`src/rtl/imm_ext_pkg.sv`:
```
// Shared definitions for the pipelined immediate extender: format codes,
// instruction field positions and the payload carried from S1 to S2.
package imm_ext_pkg;

    // Ctrl format codes
    localparam logic [2:0] CTRL_I   = 3'd0;
    localparam logic [2:0] CTRL_D   = 3'd1;
    localparam logic [2:0] CTRL_B   = 3'd2;
    localparam logic [2:0] CTRL_CB  = 3'd3;
    localparam logic [2:0] CTRL_IW  = 3'd4;
    localparam logic [2:0] CTRL_IWK = 3'd5;

    // Field positions inside Imm26
    localparam int I_MSB  = 21;
    localparam int I_LSB  = 10;
    localparam int D_MSB  = 20;
    localparam int D_LSB  = 12;
    localparam int CB_MSB = 23;
    localparam int CB_LSB = 5;
    localparam int IW_MSB = 20;
    localparam int IW_LSB = 5;
    localparam int HW_MSB = 22;
    localparam int HW_LSB = 21;

    // What S2 has to do with the payload
    typedef enum logic [1:0] {
        KIND_EXT = 2'd0,  // raw already extended to 26 bits; widen with sign
        KIND_IW  = 2'd1,  // place raw[15:0] in halfword lane hw
        KIND_IWK = 2'd2,  // replace lane hw of the old value with raw[15:0]
        KIND_ILL = 2'd3   // illegal format, result is zero
    } kind_e;

    typedef struct packed {
        kind_e       kind;
        logic        sign;  // replicate raw[25] above bit 25
        logic [25:0] raw;
        logic [1:0]  hw;
        logic        bad;   // illegal Ctrl or lane outside DATA_W
    } s1_payload_t;

endpackage

```
`src/rtl/imm_field_extract.sv`:
```
// Combinational S1 logic: picks the immediate field for the selected format,
// pre-extends signed fields to 26 bits and flags illegal encodings.
// Optional IWK format is enabled by macro IMM_MOVK_EN.
module imm_field_extract
    import imm_ext_pkg::*;
#(
    parameter int DATA_W = 64
) (
    input  logic [2:0]  ctrl,
    input  logic [25:0] imm26,
    output s1_payload_t payload
);

    localparam int HW_LANES = DATA_W / 16;

    logic lane_oob;

    // Field selection and classification per format
    always_comb begin
        payload      = '0;
        payload.kind = KIND_EXT;
        payload.hw   = imm26[HW_MSB:HW_LSB];
        lane_oob     = (int'(imm26[HW_MSB:HW_LSB]) >= HW_LANES);
        case (ctrl)
            CTRL_I: begin
                payload.raw = 26'(imm26[I_MSB:I_LSB]);
            end
            CTRL_D: begin
                payload.raw  = {{17{imm26[D_MSB]}}, imm26[D_MSB:D_LSB]};
                payload.sign = 1'b1;
            end
            CTRL_B: begin
                payload.raw  = imm26;
                payload.sign = 1'b1;
            end
            CTRL_CB: begin
                payload.raw  = {{7{imm26[CB_MSB]}}, imm26[CB_MSB:CB_LSB]};
                payload.sign = 1'b1;
            end
            CTRL_IW: begin
                payload.kind = KIND_IW;
                payload.raw  = 26'(imm26[IW_MSB:IW_LSB]);
                payload.bad  = lane_oob;
            end
`ifdef IMM_MOVK_EN
            CTRL_IWK: begin
                payload.kind = KIND_IWK;
                payload.raw  = 26'(imm26[IW_MSB:IW_LSB]);
                payload.bad  = lane_oob;
            end
`endif
            default: begin
                payload.kind = KIND_ILL;
                payload.bad  = 1'b1;
            end
        endcase
    end

endmodule

```
`src/rtl/imm_extend_pipe.sv`:
```
// Two-stage pipelined immediate extender. S1 registers the extracted field,
// S2 registers the shifted/merged result that drives BusImm/err.
// Macro IMM_MOVK_EN adds the old_val port and the IWK (keep/insert) format.
//
// Handshake: a beat moves on valid && ready. out_valid, once high, holds with
// BusImm/err stable until out_ready. in_ready = !S1.v || !S2.v || out_ready,
// combinational from out_ready (no skid buffer). flush beats everything:
// both stages empty on the next edge and the input of that cycle is dropped.
module imm_extend_pipe
    import imm_ext_pkg::*;
#(
    parameter int DATA_W = 64
) (
    input  logic              CLK,
    input  logic              Reset,
    input  logic              flush,
    input  logic              in_valid,
    output logic              in_ready,
    input  logic [25:0]       Imm26,
    input  logic [2:0]        Ctrl,
`ifdef IMM_MOVK_EN
    input  logic [DATA_W-1:0] old_val,
`endif
    output logic              out_valid,
    input  logic              out_ready,
    output logic [DATA_W-1:0] BusImm,
    output logic              err
);

    s1_payload_t       ext_pl;
    logic              s1_v_q, s1_v_d;
    s1_payload_t       s1_pl_q, s1_pl_d;
    logic              s2_v_q, s2_v_d;
    logic [DATA_W-1:0] s2_imm_q, s2_imm_d;
    logic              s2_err_q, s2_err_d;
`ifdef IMM_MOVK_EN
    logic [DATA_W-1:0] s1_old_q, s1_old_d;
`endif

    logic              s1_load, s2_load;
    logic [5:0]        shamt;
    logic [DATA_W-1:0] lane_word, lane_mask, merge_imm;
    logic              merge_err;

    imm_field_extract #(.DATA_W(DATA_W)) u_extract (
        .ctrl    (Ctrl),
        .imm26   (Imm26),
        .payload (ext_pl)
    );

    // S2 datapath: widen, or position the halfword in its lane
    always_comb begin
        shamt     = {s1_pl_q.hw, 4'b0000};
        lane_word = '0;
        lane_word[15:0] = s1_pl_q.raw[15:0];
        lane_word = lane_word << shamt;
        lane_mask = '0;
        lane_mask[15:0] = 16'hFFFF;
        lane_mask = lane_mask << shamt;
        merge_imm = '0;
        merge_err = s1_pl_q.bad;
        case (s1_pl_q.kind)
            KIND_EXT: merge_imm = {{(DATA_W-26){s1_pl_q.sign & s1_pl_q.raw[25]}}, s1_pl_q.raw};
            KIND_IW:  merge_imm = s1_pl_q.bad ? '0 : lane_word;
`ifdef IMM_MOVK_EN
            KIND_IWK: merge_imm = s1_pl_q.bad ? s1_old_q
                                              : ((s1_old_q & ~lane_mask) | lane_word);
`endif
            default:  merge_imm = '0;
        endcase
    end

    // Handshake, stage advance and flush; data registers change only on load
    always_comb begin
        in_ready = !s1_v_q || !s2_v_q || out_ready;
        s2_load  = s1_v_q && (!s2_v_q || out_ready);
        s1_load  = in_valid && in_ready;
        s1_v_d   = s1_v_q;
        s1_pl_d  = s1_pl_q;
        s2_v_d   = s2_v_q;
        s2_imm_d = s2_imm_q;
        s2_err_d = s2_err_q;
`ifdef IMM_MOVK_EN
        s1_old_d = s1_old_q;
`endif
        if (flush) begin
            s1_v_d = 1'b0;
            s2_v_d = 1'b0;
        end else begin
            if (s2_load) begin
                s2_v_d   = 1'b1;
                s2_imm_d = merge_imm;
                s2_err_d = merge_err;
            end else if (out_ready) begin
                s2_v_d = 1'b0;
            end
            if (s1_load) begin
                s1_v_d  = 1'b1;
                s1_pl_d = ext_pl;
`ifdef IMM_MOVK_EN
                s1_old_d = old_val;
`endif
            end else if (s2_load) begin
                s1_v_d = 1'b0;
            end
        end
    end

    // Pipeline registers with synchronous reset
    always_ff @(posedge CLK) begin
        if (Reset) begin
            s1_v_q   <= 1'b0;
            s1_pl_q  <= '0;
            s2_v_q   <= 1'b0;
            s2_imm_q <= '0;
            s2_err_q <= 1'b0;
`ifdef IMM_MOVK_EN
            s1_old_q <= '0;
`endif
        end else begin
            s1_v_q   <= s1_v_d;
            s1_pl_q  <= s1_pl_d;
            s2_v_q   <= s2_v_d;
            s2_imm_q <= s2_imm_d;
            s2_err_q <= s2_err_d;
`ifdef IMM_MOVK_EN
            s1_old_q <= s1_old_d;
`endif
        end
    end

    assign out_valid = s2_v_q;
    assign BusImm    = s2_imm_q;
    assign err       = s2_err_q;

endmodule
```
`config.mk`:
```
export PLATFORM = sky130hd
export DESIGN_NAME = imm_extend_pipe
export DESIGN_NICKNAME = d
export VERILOG_FILES = /design/src/rtl/imm_ext_pkg.sv /design/src/rtl/imm_field_extract.sv /design/src/rtl/imm_extend_pipe.sv
export SDC_FILE = /design/constraint.sdc
export NUM_CORES = 1
export LEC_CHECK = 0
export CELL_PAD_IN_SITES_DETAIL_PLACEMENT = 0
export CELL_PAD_IN_SITES_GLOBAL_PLACEMENT = 1
export CORE_MARGIN = 5
export CORE_UTILIZATION = 34
export CTS_CLUSTER_SIZE = 16
export DETAILED_ROUTE_END_ITERATION = 10
export GPL_ROUTABILITY_DRIVEN = 1
export GPL_TIMING_DRIVEN = 0
export PLACE_DENSITY = 0.75
export SLEW_MARGIN = 20
export SYNTH_ARGS = -nofsm -noshare
export SYNTH_HDL_FRONTEND = slang
export SYNTH_SLANG_ARGS = --single-unit
```
`constraint.sdc`:
```
create_clock -name CLK -period 1.4 [get_ports CLK]
set_input_delay 0.14 -clock CLK [delete_from_list [all_inputs] [get_ports CLK]]
set_output_delay 0.14 -clock CLK [all_outputs]
set_load 0.05 [all_outputs]
```
==> results.md <==
- Die area: 15400 um2
- # clock sinks: 99
- # setup viols final: 55
- Worst Setup Path Type: reg -> reg
- Total power: 6.22 mW
- CTS tree: built
- DRC viols: 0
- Post-synthesis cell type count: 43
- Post-route ant nets: 0
- Placed instance count: 777
- Clk root buf: clkbuf_16
- Vias per inst: about 5.4
- Global-route wire length before repair: 23.6 mm
- Ports: slightly above 100
- Met3 usage: 0.0313
- Cell count after synthesis: 506
- DRT Pass-1 Iters: 5
- Hpwl dp: 10.9 mm
- Achievable Freq: 671 MHz
- Critical path arrival: around 1700 ps
- Max Clock Skew: 13.5 ps
- CTS clk-pin slew, worst paths: 80 ps
- CORE AREA: 12700 um2
- # diodes: 0
- Drt wl/cell: 19.2 um
- CP endpoint kind: register
- Pre-CTS setup slack: -739 ps
- TritonCTS Buffers: 9
- Synth-to-Final Area Change: 57.6%
- Result of the run: finished, violations left
- Yosys reg bits: 99
- Routability cong.: 0.855
- Final Util: 0.550
- Nets@finish: 678
- Syn_nets: 540
- Starting DRT DRC Count: 319
- Hold_buf cts: 0
- Layout fillers: 1168
- Register-to-Register Path Depth: 8
- Pleak: 2.55 nW
- Total number of yosys warnings: 0
- All-Layer GR Usage: 0.199
- Number of global-route vias before repair: 4317
- Clk_lat worst skew: 340 ps
- Fin crit share: 1.06
- Pwr Density: 894 nW/um2
- Avg Inst Size Synth: 8.73 um2
- Worst Setup Start Kind: register
- Die Span Y: 124 um
- Ys flop type: dfxtp_1
- Max Fanout on Critical Path: 5
- Fin crit period: 1490 ps
- Largest net degree at the start of global routing: 18
- Hold depth: 2
- Cell area after placement: 5640 um2
- Total congestion overflow: 0
- Failing checks: negative setup slack
- Initial antenna violation count: 0
- Most used routing layer in global routing: met2
- Die span in x: 124 um
- Async S/R FF share, synth: 0
- Met2 Usage GRT: 0.340
- RSZ-0062 raised after global routing: yes
- Leading cell types in the layout, fill and taps excluded: dfxtp_1, a21oi_1, nand2_1, clkdlybuf4s15_1
- Pin slew with the least headroom to its limit: 701 ps
- Final WS setup: -89.8 ps
- Rows: 41
- Maximum VDD drop: around 0.60 mV
- Final Hold Viols: 0
- Share of cells above drive strength 1: 0.322
- Finished Cell Area: 6960 um2
- Non-Filler Instances: approximately 820
- WP data required: 1630 ps
- Hold Crit Class: in -> reg
- Clock Path Buffers: 2
- Max-slew violation count: 0
- Vias post-DR: about 4400
- Commonest non-fill, non-tap cell in the layout: dfxtp_1
- Initial cell density of the core: 0.349
- Met1 Use GR: 0.263
- # port buffers: between 90 and 100
- Slew Limit Headroom: 0.533
- Mapped cell area: 4420 um2
- Post-synthesis sequential area ratio: 0.449
- Post-synth EDFFs: 0
- CTS H-tree lvls: 3
- Final WL: 15.7 mm
- Max-cap violations: 0
## final cells by class
| class | instances | area (um2) | share of cell area |
|---|---|---|---|
| multi-input cells | 359 | 2830 | 0.406 |
| flip-flops and latches | 99 | 2000 | 0.287 |
| repair buffers | 128 | 1250 | 0.179 |
| plain buffers | 45 | 370 | 0.0532 |
| clock buffers | 11 | 243 | 0.0349 |
| well taps | 172 | 215 | 0.0309 |
| clock inverters | 5 | 45.0 | 0.00647 |
| inverters | 2 | 15.0 | 0.00216 |
## power breakdown
group,switching (mW),total (mW),internal (mW)
clock network,1.13,2.41,1.28
registers,0.0808,2.94,2.86
logic,0.484,0.875,0.392
## through the flow
stage	hold WS [ps]	TNS, ps
after floorplan	203	-4000
after global placement	441	-51580
after detailed placement	448	-53020
after CTS	291	-5230
after global routing	308	-6800
final	296	-2850
## repair_timing
item	4_1_cts	5_1_grt
setup buffers	18	7
pin swaps	24	27
resized for setup	170	165
cloned	3	4
setup endpoints to repair	161	123
## metal layers
metal | vias to the layer above | routed length, um
met5 | - | 0
met4 | 0 | 239
met3 | 18 | 634
met2 | 118 | 7940
met1 | 2160 | 6920
li1 | 2133 | -
## final timing paths
check                 start    endpoint  slack (ps)
setup / recovery  out_valid  BusImm[58]         -90
hold / removal        flush   out_valid         300
setup reg to reg  out_valid  BusImm[58]         -90
hold reg to reg   BusImm[3]   BusImm[3]         460
## kinds of logic after synthesis
family                 count (synthesis)  synth area share
and+or+nand+nor                      166             0.203
buffers and inverters                 48            0.0521
muxes                                  8            0.0193
DFF                                   99             0.449
AOI/OAI and AO/OA                    185             0.276
## synthesized netlist by cell type, types with 7 or more instances
cell       number  area, um2
a21oi_1        91        455
a221oi_1       10       87.6
buf_2          16       80.1
clkbuf_1       22       82.6
dfxtp_1        99       1980
nand2_1        52        195
nand2b_1        8       50.1
nand3_1        18       90.1
nand3b_1       23        173
nor2_1         22       82.6
nor2b_1         7       43.8
nor3_1         18       90.1
o21ai_0         9       45.0
o2bb2ai_1      38        333
## flip-flops by register name (all words and copies together) (netlist names)
name	cells
BusImm	64
s1_pl_q	31
err	1
merge_err	1
out_valid	1
s1_v_q	1
## worst max-delay path: stages (launching register included)
cell and delay [ps]:
dfxtp_4 350, buf_6 120, nand2b_4 70, nor3b_4 190, buf_6 150, nor2_4 50, buf_6 160, clkbuf_16 160
o2bb2ai_2 110
No activity file was read; power rests on OpenSTA's default activity.
==> edit (same settings) <==
Put one more register stage on the output `err`, cleared by the reset. The value now appears one clock later. The other outputs are not delayed to match.
--- a/src/rtl/imm_extend_pipe.sv
+++ b/src/rtl/imm_extend_pipe.sv
@@ -133,3 +133,9 @@
     assign BusImm    = s2_imm_q;
-    assign err       = s2_err_q;
+    always_ff @(posedge CLK) begin
+        if (Reset) begin
+            err <= '0;
+        end else begin
+            err <= s2_err_q;
+        end
+    end
 
Function: changed (Yosys sat finds a counterexample within 4 cycles, from zero or initial values and one cycle with Reset high).
==> edit against the unedited design <==
- the run still ends with negative setup slack left
- sequential cell count grew 1
- via count fell by 0.88%
- non-clock buffer count grew 2
- power grew 3.4%
- area after synthesis up 0.62%
- final area decreased by 2.4%
- wire length decreased by 1.5%
- setup slack worse by 0.0030 ns
==> edit: results (changes against the unedited design) <==
* Setup Skew at 0.00991 ns (-0.00360 ns)
* Placer Congestion at 0.848 (-0.81%)
* Post-CTS Setup Inserts at 15 (-3)
* Sequential area share after synthesis at 0.450 (+0.00173)
* Final net count at 682 (+0.59%)
* Crit path max-delay family: simple AND/OR/NAND/NOR gates
* Top cells by count, synth: 100 x dfxtp_1, 91 x a21oi_1, 52 x nand2_1
* PostCTS Resize Cnt at 167 (-1.8%)
* Comb pwr share at 0.130 (-0.011)
* Placed Instance Area at 5670 um^2 (+0.69%)
* Slowest-stage cell, CP: or3_4
* Top_reg_cell synth: dfxtp_1
* Status: complete, but fails checks
* Maximum vdd drop at 0.577 mV (-4.6%)
* Avg Cell Area, Syn at 8.75 um^2 (+0.23%)
* Initial DRC count at 358 (+12%)
* Met3 Resource Use GR at 0.0450 (+0.0137)
* Sum Neg Setup Slack at -2.35 ns (+0.496 ns)
* Synth Area in Compound Gates at 0.276 (-0.000868)
* Synth cell types at 42 (-2.3%)
* Final setup vio count at 56 (+1.8%)
* Failing checks: negative setup slack
* Gr usage total at 0.191 (-0.00824)
* Slowest cell delay on critical path at 0.42 ns (+0.07 ns)
* Placed insts at 780 (+0.39%)
* Leak pwr at 2.60 nW (+1.9%)
* HP Class: in -> reg
* Worst Path Arrival at 1.76 ns (+0.04 ns)
* Post-synthesis mux area share at 0.0191 (-0.000119)
* Met3 WL at 696 um (+9.8%)
* Worst-Margin Slew at 0.656 ns (-0.0450 ns)
* Pwr Total at 0.00643 W (+3.4%)
* Clock power frac at 0.409 (+0.022)
* Worst Setup Slack, final at -0.0928 ns (-0.00297 ns)
* Total wire length at 15.5 mm (-1.5%)
* WL met1 at 6.89 mm (-0.51%)
* Ranking of synthesized cells by area: dfxtp_1 45%, a21oi_1 10%, o2bb2ai_1 7.5%
* Via density at 5.32 (-1.4%)
* Syn Nets at 542 (+0.37%)
* Switch share at 0.249 (-0.0231)
* Global-route wire length before repair at 23.9 mm (+1.6%)
* Hold slack at 0.265 ns (-0.0305 ns)
* Met2 Usage GRT at 0.323 (-0.0178)
* Vias in the first global route at 4357 (+0.93%)
* Htree depth at 3 (unchanged)
==> edit: cell count changes in the layout (fill, tap and decap cells not counted), sizes merged, moves of 2 or more <==
cell           unedited run  this run
bufinv                    0         2
clkbuf                   37        30
clkdlybuf4s15            32        18
dlygate4sd2              28        49
==> edit: final timing paths <==
path | from | end | depth (start not counted)
hold reg to reg | BusImm[12] | BusImm[12] | 2
setup / recovery | out_valid | s1_pl_q[11] | 7
hold / removal | out_ready | out_valid | 4
setup reg to reg | out_valid | s1_pl_q[11] | 7
==> edit: tightest hold or removal path, cell delays in order <==
cell            delay [ns]
dlymetal6s2s_1        0.12
nand2b_4              0.16
buf_4                 0.10
a211oi_1              0.05
==> edit: layout make-up <==
| class | count | area [um^2] |
|---|---|---|
| buffer | 45 | 395 |
| clock buffer | 10 | 229 |
| clock inverter | 6 | 87.6 |
| fill | 1244 | 5930 |
| inverter | 2 | 15.0 |
| multi-input combinational | 360 | 2590 |
| sequential | 100 | 2020 |
| tap | 172 | 215 |
| timing repair buffer | 130 | 1240 |
